<file path="src/rtl/lot_occupancy_counter.sv">
// Parking-lot occupancy counter driven by an outer (a) and an inner (b) beam
// sensor. Each sensor is brought into the clock domain through two flops.
// The sensor-sequence FSM then follows the entry/exit orderings and keeps a
// saturating occupancy count.
// Optional feature: define DEBOUNCE_EN to insert a per-sensor debounce filter
// between the synchronizers and the FSM. That filter requires DEBOUNCE_CYCLES
// consecutive differing samples before it accepts a new level.
module lot_occupancy_counter #(
  parameter int unsigned CAPACITY        = 15,
  parameter int unsigned DEBOUNCE_CYCLES = 4
) (
  input  logic       clk,
  input  logic       reset,
  input  logic       sensor_a,
  input  logic       sensor_b,
  output logic [3:0] count,
  output logic       car_enter,
  output logic       car_exit,
  output logic       full,
  output logic       empty,
  output logic       seq_err
);

  localparam logic [3:0] CAP4 = 4'(CAPACITY);

  // Reject illegal parameter values while the design is elaborated.
  if (CAPACITY < 1 || CAPACITY > 15) begin : g_cap_chk
    $error("CAPACITY out of range 1..15");
  end
  if (DEBOUNCE_CYCLES < 1 || DEBOUNCE_CYCLES > 15) begin : g_deb_chk
    $error("DEBOUNCE_CYCLES out of range 1..15");
  end

  typedef enum logic [2:0] {
    IDLE, EN1, EN2, EN3, EX1, EX2, EX3, WAIT_CLR
  } state_t;

  logic a_meta_q, a_meta_d, a_sync_q, a_sync_d;
  logic b_meta_q, b_meta_d, b_sync_q, b_sync_d;
  logic fa, fb;

  state_t     state_q, state_d;
  logic [3:0] count_q, count_d;
  logic       car_enter_q, car_enter_d;
  logic       car_exit_q, car_exit_d;
  logic       seq_err_q, seq_err_d;
  logic       full_q, full_d;
  logic       empty_q, empty_d;

  // Two-flop synchronizer inputs: shift each sensor down its chain.
  always_comb begin
    a_meta_d = sensor_a;
    a_sync_d = a_meta_q;
    b_meta_d = sensor_b;
    b_sync_d = b_meta_q;
  end

  // Synchronizer registers.
  always_ff @(posedge clk) begin
    if (reset) begin
      a_meta_q <= 1'b0;
      a_sync_q <= 1'b0;
      b_meta_q <= 1'b0;
      b_sync_q <= 1'b0;
    end else begin
      a_meta_q <= a_meta_d;
      a_sync_q <= a_sync_d;
      b_meta_q <= b_meta_d;
      b_sync_q <= b_sync_d;
    end
  end

`ifdef DEBOUNCE_EN
  localparam logic [3:0] DEB_LAST = 4'(DEBOUNCE_CYCLES - 1);

  logic       fa_q, fa_d, fb_q, fb_d;
  logic [3:0] run_a_q, run_a_d, run_b_q, run_b_d;

  // Count consecutive samples that disagree with the filtered level. The
  // new level is taken on the DEBOUNCE_CYCLES-th such sample, and any
  // agreeing sample restarts the run.
  always_comb begin
    fa_d    = fa_q;
    fb_d    = fb_q;
    run_a_d = '0;
    run_b_d = '0;
    if (a_sync_q != fa_q) begin
      if (run_a_q == DEB_LAST) fa_d = a_sync_q;
      else                     run_a_d = run_a_q + 4'd1;
    end
    if (b_sync_q != fb_q) begin
      if (run_b_q == DEB_LAST) fb_d = b_sync_q;
      else                     run_b_d = run_b_q + 4'd1;
    end
  end

  // Debounce filter registers.
  always_ff @(posedge clk) begin
    if (reset) begin
      fa_q    <= 1'b0;
      fb_q    <= 1'b0;
      run_a_q <= '0;
      run_b_q <= '0;
    end else begin
      fa_q    <= fa_d;
      fb_q    <= fb_d;
      run_a_q <= run_a_d;
      run_b_q <= run_b_d;
    end
  end

  assign fa = fa_q;
  assign fb = fb_q;
`else
  assign fa = a_sync_q;
  assign fb = b_sync_q;
`endif

  // Next-state and output decode. Each state has a pattern it holds on,
  // a pattern that advances it and a pattern that backs it up. Every other
  // pattern aborts to WAIT_CLR.
  always_comb begin
    logic       err;
    logic       done_en;
    logic       done_ex;
    logic [1:0] pat;
    pat         = {fa, fb};
    err         = 1'b0;
    done_en     = 1'b0;
    done_ex     = 1'b0;
    state_d     = state_q;
    count_d     = count_q;
    car_enter_d = 1'b0;
    car_exit_d  = 1'b0;
    seq_err_d   = 1'b0;
    unique case (state_q)
      IDLE: case (pat)
        2'b10:   state_d = EN1;
        2'b01:   state_d = EX1;
        2'b11:   err = 1'b1;
        default: ;
      endcase
      EN1: case (pat)
        2'b11:   state_d = EN2;
        2'b00:   state_d = IDLE;
        2'b01:   err = 1'b1;
        default: ;
      endcase
      EN2: case (pat)
        2'b01:   state_d = EN3;
        2'b10:   state_d = EN1;
        2'b00:   err = 1'b1;
        default: ;
      endcase
      EN3: case (pat)
        2'b00:   begin state_d = IDLE; done_en = 1'b1; end
        2'b11:   state_d = EN2;
        2'b10:   err = 1'b1;
        default: ;
      endcase
      EX1: case (pat)
        2'b11:   state_d = EX2;
        2'b00:   state_d = IDLE;
        2'b10:   err = 1'b1;
        default: ;
      endcase
      EX2: case (pat)
        2'b10:   state_d = EX3;
        2'b01:   state_d = EX1;
        2'b00:   err = 1'b1;
        default: ;
      endcase
      EX3: case (pat)
        2'b00:   begin state_d = IDLE; done_ex = 1'b1; end
        2'b11:   state_d = EX2;
        2'b01:   err = 1'b1;
        default: ;
      endcase
      WAIT_CLR: if (pat == 2'b00) state_d = IDLE;
    endcase

    if (err) begin
      state_d   = WAIT_CLR;
      seq_err_d = 1'b1;
    end
    if (done_en) begin
      if (count_q < CAP4) begin
        count_d     = count_q + 4'd1;
        car_enter_d = 1'b1;
      end else begin
        seq_err_d = 1'b1;
      end
    end
    if (done_ex) begin
      if (count_q != 4'd0) begin
        count_d    = count_q - 4'd1;
        car_exit_d = 1'b1;
      end else begin
        seq_err_d = 1'b1;
      end
    end
    full_d  = (count_d == CAP4);
    empty_d = (count_d == 4'd0);
  end

  // FSM state and registered outputs.
  always_ff @(posedge clk) begin
    if (reset) begin
      state_q     <= IDLE;
      count_q     <= '0;
      car_enter_q <= 1'b0;
      car_exit_q  <= 1'b0;
      seq_err_q   <= 1'b0;
      full_q      <= 1'b0;
      empty_q     <= 1'b1;
    end else begin
      state_q     <= state_d;
      count_q     <= count_d;
      car_enter_q <= car_enter_d;
      car_exit_q  <= car_exit_d;
      seq_err_q   <= seq_err_d;
      full_q      <= full_d;
      empty_q     <= empty_d;
    end
  end

  assign count     = count_q;
  assign car_enter = car_enter_q;
  assign car_exit  = car_exit_q;
  assign seq_err   = seq_err_q;
  assign full      = full_q;
  assign empty     = empty_q;

endmodule
</file>
<file path="config.mk">
export PLATFORM = sky130hd
export DESIGN_NAME = lot_occupancy_counter
export DESIGN_NICKNAME = d
export VERILOG_FILES = /design/src/rtl/lot_occupancy_counter.sv
export SDC_FILE = /design/constraint.sdc
export NUM_CORES = 1
export LEC_CHECK = 0
export CAP_MARGIN = 20
export CORE_ASPECT_RATIO = 0.9
export CORE_MARGIN = 2
export CORE_UTILIZATION = 52
export CTS_CLUSTER_SIZE = 20
export DETAILED_ROUTE_END_ITERATION = 7
export PLACE_DENSITY = 0.78
export SLEW_MARGIN = 20
export SYNTH_ARGS = -nofsm -noshare
export SYNTH_HDL_FRONTEND = slang
export SYNTH_SLANG_ARGS = --single-unit
</file>
<file path="constraint.sdc">
create_clock -name clk -period 1.9 [get_ports clk]
set_input_delay 0.38 -clock clk [delete_from_list [all_inputs] [get_ports clk]]
set_output_delay 0.38 -clock clk [all_outputs]
set_load 0.01 [all_outputs]
</file>
==> summary.md, run 1 <==
| Metric | Value |
|---|---|
| Status | `finished, final reports clean` |
| Diode count | `0` |
| Num ports | `13` |
| Post-synth top area cell | `dfxtp_1` |
| Max-cap violations | `0` |
| Final core occ | `0.675` |
| Highest-count cells in the layout ignoring fill and taps | `dfxtp_1 (15), clkdlybuf4s50_1 (12), nor2_1 (11), a21oi_1 (10)` |
| Skew final | `0.00775 ns` |
| Post-synth cell types | `36` |
| Worst-margin pin slew | `0.432 ns` |
| Final #Nets | `132` |
| Total Routing Usage GR | `0.198` |
| Max FO, Critical Path | `8` |
| Initial Utilization | `0.547` |
| Fin. Hold Viols | `0` |
| Worst endpoint required time | `1.52 ns` |
| First-pass GRT wire length | `2920 µm` |
| Commonest non-fill, non-tap cell in the layout | `dfxtp_1` |
| Synth top area share | `0.356` |
| Synthesized instance count | `roughly 110` |
| Final hold slack | `0.440 ns` |
| Clock transition at path regs | `0.10 ns` |
| Leakage | `0.435 nW` |
| Critical-path top delay cell | `clkdlybuf4s50_1` |
| Dpl hpwl | `1320 µm` |
| Initial antenna violation count | `0` |
| Die width | `47.9 µm` |
| FF+latch count, synth | `16` |
| Slew headroom | `0.708` |
| CTS buffer count | `3` |
| Htree depth | `1` |
| Clk buf depth | `2` |
| Register area share after synthesis | `0.356` |
| Number of instances in the placed design | `145` |
| Peak supply drop | `roughly 0.5 mV` |
| Setup violators final | `0` |
| DR DRC count | `0` |
| PortBufs | `12` |
| Routed vias/inst | `approximately 5.4` |
| CP top delay family | `buffers and inverters` |
| Full die area | `2080 µm²` |
| Max-slew violations | `0` |
| Netlist Area Pre-Place | `901 µm²` |
| Clock root cell | `clkbuf_4` |
| RSZ-0062 raised after global routing | `false` |
| Clk sink count | `16` |
| Vias | `805` |
| Fin Setup TNS | `0 ns` |
| Max stage delay on crit path | `0.59 ns` |
| Minimum clock period | `1.76 ns` |
| Startpoint Class | `flip-flop` |
| Crit end category | `output port` |
| CP Buf/Inv Count | `1` |
| Post-route ant nets | `0` |
| Avg Cell Area, Syn | `just over 8 µm²` |
| RePlAce Congestion | `0.818` |
| CTS tree | `yes` |
| Period utilization | `0.925` |
| Largest net degree at the start of global routing | `14` |
| Max Fclk | `569 MHz` |
| Hold Path Class | `flip-flop to flip-flop` |
| DR WL/cell | `11.9 µm` |
| Layout area overhead | `23.3%` |
| Synth warnings | `0` |
| Via count of the first global-routing pass | `between 600 and 700` |
| Synth top area cells | `dfxtp_1 (36%), a21oi_1 (5.6%), nor2b_1 (5.6%)` |
| Pre-antenna DRT Iters | `4` |
| Post-synth net total | `~120` |
| DRT Wirelength | `1770 µm` |
| Die Y | `around 43 µm` |
| Core Area | `1650 µm²` |
| WP data arrival | `1.38 ns` |
| Total grt overflow | `0` |
| Row Count | `14` |
| Iteration-0 DRC Markers | `7` |
| Share of layout cells above drive strength 1 | `0.136` |
| Worst-Skew Late Latency | `approximately 0.29 ns` |
| CP cell instances | `clkdlybuf4s50_1` |
| PD cells | `about 690 nW/µm²` |
| Fin cells | `about 150` |
| Critical path class | `flip-flop to output port` |
## synth_stat cells
cell / number
a211o_1: 1
a21boi_0: 2
a21oi_1: 10
a221oi_1: 1
a22oi_1: 2
a41o_1: 1
and3_1: 1
and4_1: 1
and4b_1: 1
clkbuf_1: 6
dfxtp_1: 16
ha_1: 2
inv_1: 6
mux2_2: 1
mux2_4: 1
nand2_1: 8
nand2b_1: 3
nand3_1: 2
nand3b_1: 2
nand4_1: 1
nand4b_2: 1
nor2_1: 11
nor2b_1: 8
nor3_1: 1
nor3b_1: 2
nor3b_4: 1
nor4_2: 1
nor4b_1: 1
o211ai_2: 1
o21a_1: 2
o21ai_0: 7
o22a_1: 1
o31ai_1: 1
o32ai_1: 1
xnor2_1: 1
xor2_1: 1
## repair_timing
item                       4_1_cts  5_1_grt
setup endpoints to repair        0        1
resized for setup                0        1
hold buffers                     0        0
setup buffers                    0        0
## report_power, final
| group | switching, W | internal [W] | total (W) |
|---|---|---|---|
| sequential | 0.0000174 | 0.000354 | 0.000371 |
| clock | 0.000107 | 0.000117 | 0.000224 |
| combinational | 0.0000881 | 0.0000834 | 0.000172 |
| total | 0.000212 | 0.000554 | 0.000766 |
## state kept, by name (all words and copies together), names as in the netlist
| register | flops |
|---|---|
| empty | 1 |
| b_sync_q | 1 |
| a_meta_q | 1 |
| state_q | 3 |
| a_sync_q | 1 |
| car_exit | 1 |
| car_enter | 1 |
| b_meta_q | 1 |
| full | 1 |
| seq_err | 1 |
| count | 4 |
## cells by family after synthesis
kind of cell | after synthesis | share of synthesized area
flops | 16 | 0.356
simple gates | 45 | 0.301
buf+inv | 12 | 0.0500
mux | 2 | 0.0292
fa+ha+maj | 2 | 0.0278
compound gates | 30 | 0.217
xor+xnor | 2 | 0.0194
## final cells by class
type / instances / area [µm²]
Clock buffer: 4 / 36.3
Fill cell: 145 / 536
Inverter: 6 / 22.5
Multi-Input combinational cell: 81 / 536
Sequential cell: 16 / 322
Tap cell: 24 / 30.0
Timing Repair Buffer: 18 / 165
## metal layers
metal,track usage,up-vias,wire length (µm)
met2,0.283,19,777
met5,0,-,0
met4,0.0486,0,23
li1,-,417,-
met3,0.0625,4,86
met1,0.291,365,884
## metrics by stage
| stage | power [W] | cell area (µm²) | setup WS, ns |
|---|---|---|---|
| final | 0.000766 | 1110 | 0.143 |
| after global routing | 0.000807 | 1110 | 0.0571 |
| after CTS | 0.000773 | 1110 | 0.130 |
| after detailed placement | 0.000549 | 1070 | 0.149 |
| after global placement | 0.000544 | 1070 | 0.243 |
| after floorplan | 0.000495 | 901 | 0.228 |
## worst paths after layout
path                        from                   to  cells past startpoint  slack [ns]
max          count[2]$_SDFF_PP0_             count[2]                      1        0.14
min          b_meta_q$_SDFF_PP0_  b_sync_q$_SDFF_PP0_                      1        0.44
max reg2reg  count[1]$_SDFF_PP0_     empty$_SDFF_PP1_                      7        0.16
min reg2reg  b_meta_q$_SDFF_PP0_  b_sync_q$_SDFF_PP0_                      1        0.44
Power figures use the tool's default switching activity.
==> inputs of run 2 (changes only) <==
--- a/config.mk
+++ b/config.mk
@@ -9,6 +9,7 @@
 export CORE_ASPECT_RATIO = 0.9
 export CORE_MARGIN = 2
 export CORE_UTILIZATION = 52
+export CTS_CLUSTER_DIAMETER = 200
 export CTS_CLUSTER_SIZE = 20
 export DETAILED_ROUTE_END_ITERATION = 7
 export PLACE_DENSITY = 0.78
==> results of run 2 <==
Same layout as run 1: the final DEF is identical, and so are final timing and power.
==> inputs of run 3 (changes only) <==
--- a/config.mk
+++ b/config.mk
@@ -5,10 +5,11 @@
 export SDC_FILE = /design/constraint.sdc
 export NUM_CORES = 1
 export LEC_CHECK = 0
+export ABC_AREA = 1
 export CAP_MARGIN = 20
 export CORE_ASPECT_RATIO = 0.9
 export CORE_MARGIN = 2
-export CORE_UTILIZATION = 52
+export CORE_UTILIZATION = 53
 export CTS_CLUSTER_DIAMETER = 200
 export CTS_CLUSTER_SIZE = 20
 export DETAILED_ROUTE_END_ITERATION = 7
==> run 3 against run 2 <==
  * Non-clock buffer count is 5 lower
  * Global-route usage grew 0.95 points
  * Sequential share of layout area is 1.9 points lower
  * Via count grew 21%
  * Fmax grew 2.0%
  * Sequential cell count unchanged
  * Synthesized cell count increased by 41%
  * Area after synthesis is 14% higher
  * Setup slack gained 0.035 ns
  * Cell count up 29%
  * Design area rose by 6.6%
  * Critical path type unchanged
==> summary.md, run 3 <==
| Metric | Value |
|---|---|
| Status | `finished, final reports clean` |
| WP depth | `1 (unchanged)` |
| Hold path depth | `2 (+1)` |
| Post-synth net total | `160 (+39%)` |
| Slew headroom | `0.677 (-0.0303)` |
| PD cells | `1020 nW/µm² (+48%)` |
| Net Sw Frac | `0.420 (+0.143)` |
| Fraction of synthesis flops using an asynchronous set or reset pin | `0 (unchanged)` |
| DR DRC count | `0 (unchanged)` |
| Minimum clock period | `1.72 ns (-0.0348 ns)` |
| Row Count | `15 (+1)` |
| Total grt overflow | `0 (unchanged)` |
| Post-CTS resize count | `0 (unchanged)` |
| Register area | `320 µm² (-0.39%)` |
| Diode count | `0 (unchanged)` |
| Post-synth top cells | `nand2_1 (45), dfxtp_1 (16), nor2_1 (14), inv_1 (13), nand3_1 (12)` |
| Startpoint Class | `flip-flop` |
| Filler instances | `176 (+21%)` |
| Max FO, Critical Path | `6 (-2)` |
| Initial antenna violation count | `0 (unchanged)` |
| Worst Setup SP | `count[2]$_SDFF_PP0_` |
| Post-route ant nets | `0 (unchanged)` |
| Cts-stage hold buffer count | `0 (unchanged)` |
| WP data arrival | `1.34 ns (-0.04 ns)` |
| CP cell instances | `clkdlybuf4s50_1` |
| CP top delay family | `buffers and inverters` |
| Hold Crit Start | `b_meta_q$_SDFF_PP0_` |
| RePlAce Congestion | `0.987 (+21%)` |
| Leakage | `0.563 nW (+30%)` |
| Skew final | `0.00253 ns (-0.00522 ns)` |
| Max-slew violations | `0 (unchanged)` |
| Layout area overhead | `15.3%` |
| Reg2reg setup slack | `0.33 ns (+0.17 ns)` |
| PortBufs | `12 (unchanged)` |
| Share of layout cells above drive strength 1 | `0.216 (+0.0796)` |
| Post-synth top area cell | `dfxtp_1` |
| RSZ-0062 raised after global routing | `false` |
| CTS tree | `yes` |
| Pre-antenna DRT Iters | `5 (+1)` |
| DR WL/cell | `11.0 µm (-7.1%)` |
| Core Area | `1880 µm² (+14%)` |
| Multi-input gate area | `587 µm² (+9.6%)` |
| Worst-Skew Late Latency | `0.28 ns (about the same)` |
| Dpl hpwl | `1660 µm (+25%)` |
| Fin Setup TNS | `0 ns (unchanged)` |
| Clk buf depth | `2 (unchanged)` |
| Worst endpoint required time | `1.52 ns (about the same)` |
| Post-synth cell types | `24 (-33%)` |
| FF+latch count, synth | `16 (unchanged)` |
| Synth top area cells | `dfxtp_1 (31%), nand2_1 (16%), nand3_1 (5.8%)` |
| Clock transition at path regs | `0.09 ns (about the same)` |
| Initial Utilization | `0.547 (about the same)` |
| Final #Nets | `174 (+32%)` |
| Die Y | `45.8 µm (+5.2%)` |
| Commonest non-fill, non-tap cell in the layout | `nand2_1` |
| Worst-margin pin slew | `0.482 ns (+0.0500 ns)` |
| Crit end category | `output port` |
| CP Buf/Inv Count | `1 (unchanged)` |
| Placed cell area | `1150 µm² (+7.0%)` |
| CP endpoint | `count[2]` |
| Max-cap violations | `0 (unchanged)` |
| Max stage delay on crit path | `0.59 ns (about the same)` |
| Num ports | `13 (unchanged)` |
| Critical-path top delay cell | `clkdlybuf4s50_1` |
| EDFF count, synth | `0 (unchanged)` |
| Full die area | `2310 µm² (+11%)` |
| Highest-count cells in the layout ignoring fill and taps | `nand2_1 (45), dfxtp_1 (16), nor2_1 (14), inv_1 (13)` |
| Setup violators final | `0 (unchanged)` |
| Routed vias/inst | `5.08 (-5.9%)` |
| Largest net degree at the start of global routing | `16 (+2)` |
| Logic gate share of total power | `0.417 (+0.193)` |
| Int Pwr | `0.000700 W (+27%)` |
| Hold Path Class | `flip-flop to flip-flop` |
| Worst reg2reg endpoint | `state_q[2]$_SDFFE_PP0P_` |
| Fin. Hold Viols | `0 (unchanged)` |
| R2r worst-path depth | `9 (+2)` |
| Avg Cell Area, Syn | `6.67 µm² (-19%)` |
| Total Routing Usage GR | `0.208 (+0.00947)` |
| Period utilization | `0.907 (-0.0183)` |
| Htree depth | `1 (unchanged)` |
| DRT Wirelength | `2120 µm (+20%)` |
| Clk sink count | `16 (unchanged)` |
| Netlist Area Pre-Place | `1030 µm² (+14%)` |
| Fin area | `1180 µm² (+6.6%)` |
| Peak supply drop | `0.703 mV (+44%)` |
| Synthesized instance count | `154 (+41%)` |
| Synth warnings | `0 (unchanged)` |
| Worst reg2reg startpoint | `state_q[0]$_SDFFE_PP0P_` |
| Vias | `976 (+21%)` |
| Max Fclk | `581 MHz (+2.0%)` |
| Iteration-0 DRC Markers | `16 (+9)` |
| CTS buffer count | `3 (unchanged)` |
| Clock root cell | `clkbuf_4` |
| Register area share after synthesis | `0.312 (-0.0437)` |
| First-pass GRT wire length | `3580 µm (+23%)` |
| Synth top area share | `0.312 (-0.0437)` |
| Clock share of power | `0.181 (-0.111)` |
| Sw power | `0.000508 W (+140%)` |
| Synth Flop Type | `dfxtp_1` |
| Die width | `50.4 µm (+5.3%)` |
| Critical path class | `flip-flop to output port` |
| Postcts setup bufs | `0 (unchanged)` |
| Largest register FFs | `4 (unchanged)` |
| Seq pwr share | `0.403 (-0.081)` |
| Via count of the first global-routing pass | `868 (+29%)` |
| Top-count cell post-synth | `nand2_1` |
-- run 3: changes by cell type after synthesis, sizes merged, moves of 3 or more --
cell | before | now
nand3 | 2 | 15
inv | 6 | 20
nand2b | 3 | 0
clkbuf | 6 | 1
nor2b | 8 | 0
nand2 | 8 | 52
buf | 0 | 3
nor2 | 11 | 25
a21oi | 10 | 5
nor3b | 3 | 0
-- run 3: cell families (layout without fill, tap and decap cells) --
group           count (synthesis)  after routing  synth area share
simple gates                   96             96             0.456
buf+inv                        25             38             0.117
flops                          16             16             0.312
compound gates                 14             14            0.0828
fa+ha+maj                       2              2            0.0244
xor+xnor                        1              1           0.00853
-- run 3: through the flow --
stage	setup slack, ns	hold slack (ns)	utilization	total power [W]	instances
3_3_place_gp	0.408	0.392	0.612	0.000977	188
4_1_cts	0.176	0.408	0.631	0.00121	192
5_1_grt	0.120	0.420	0.631	0.00130	192
6_report	0.177	0.405	0.631	0.00121	192
3_5_place_dp	0.368	0.395	0.612	0.000988	188
2_1_floorplan	0.485	0.388	-	0.000919	154
-- run 3: worst min-delay path by stage --
stage                               end  slack (ns)
global placement    b_sync_q$_SDFF_PP0_        0.39
floorplan           a_sync_q$_SDFF_PP0_        0.39
finish              b_sync_q$_SDFF_PP0_        0.41
detailed placement  a_sync_q$_SDFF_PP0_        0.40
CTS                 a_sync_q$_SDFF_PP0_        0.41
global route        b_sync_q$_SDFF_PP0_        0.42
-- run 3: final cells by class --
class / instances / area share
repair buffers: 13 / 0.108
flip-flops and latches: 16 / 0.270
multi-input cells: 113 / 0.495
well taps: 25 / 0.0264
inverters: 21 / 0.0697
clock buffers: 4 / 0.0306
-- run 3: power by group through the flow --
stage	clock (W)	combinational (W)	sequential, W
after floorplan	0	0.000495	0.000424
after global placement	0	0.000489	0.000488
after detailed placement	0	0.000496	0.000492
after CTS	0.000227	0.000501	0.000484
after global routing	0.000238	0.000564	0.000494
final	0.000218	0.000503	0.000486
-- run 3: per-layer routing --
metal	track usage	share of wire
met2	0.303	0.44
met5	0	0
met1	0.287	0.49
met3	0.0461	0.056
met4	0.114	0.018
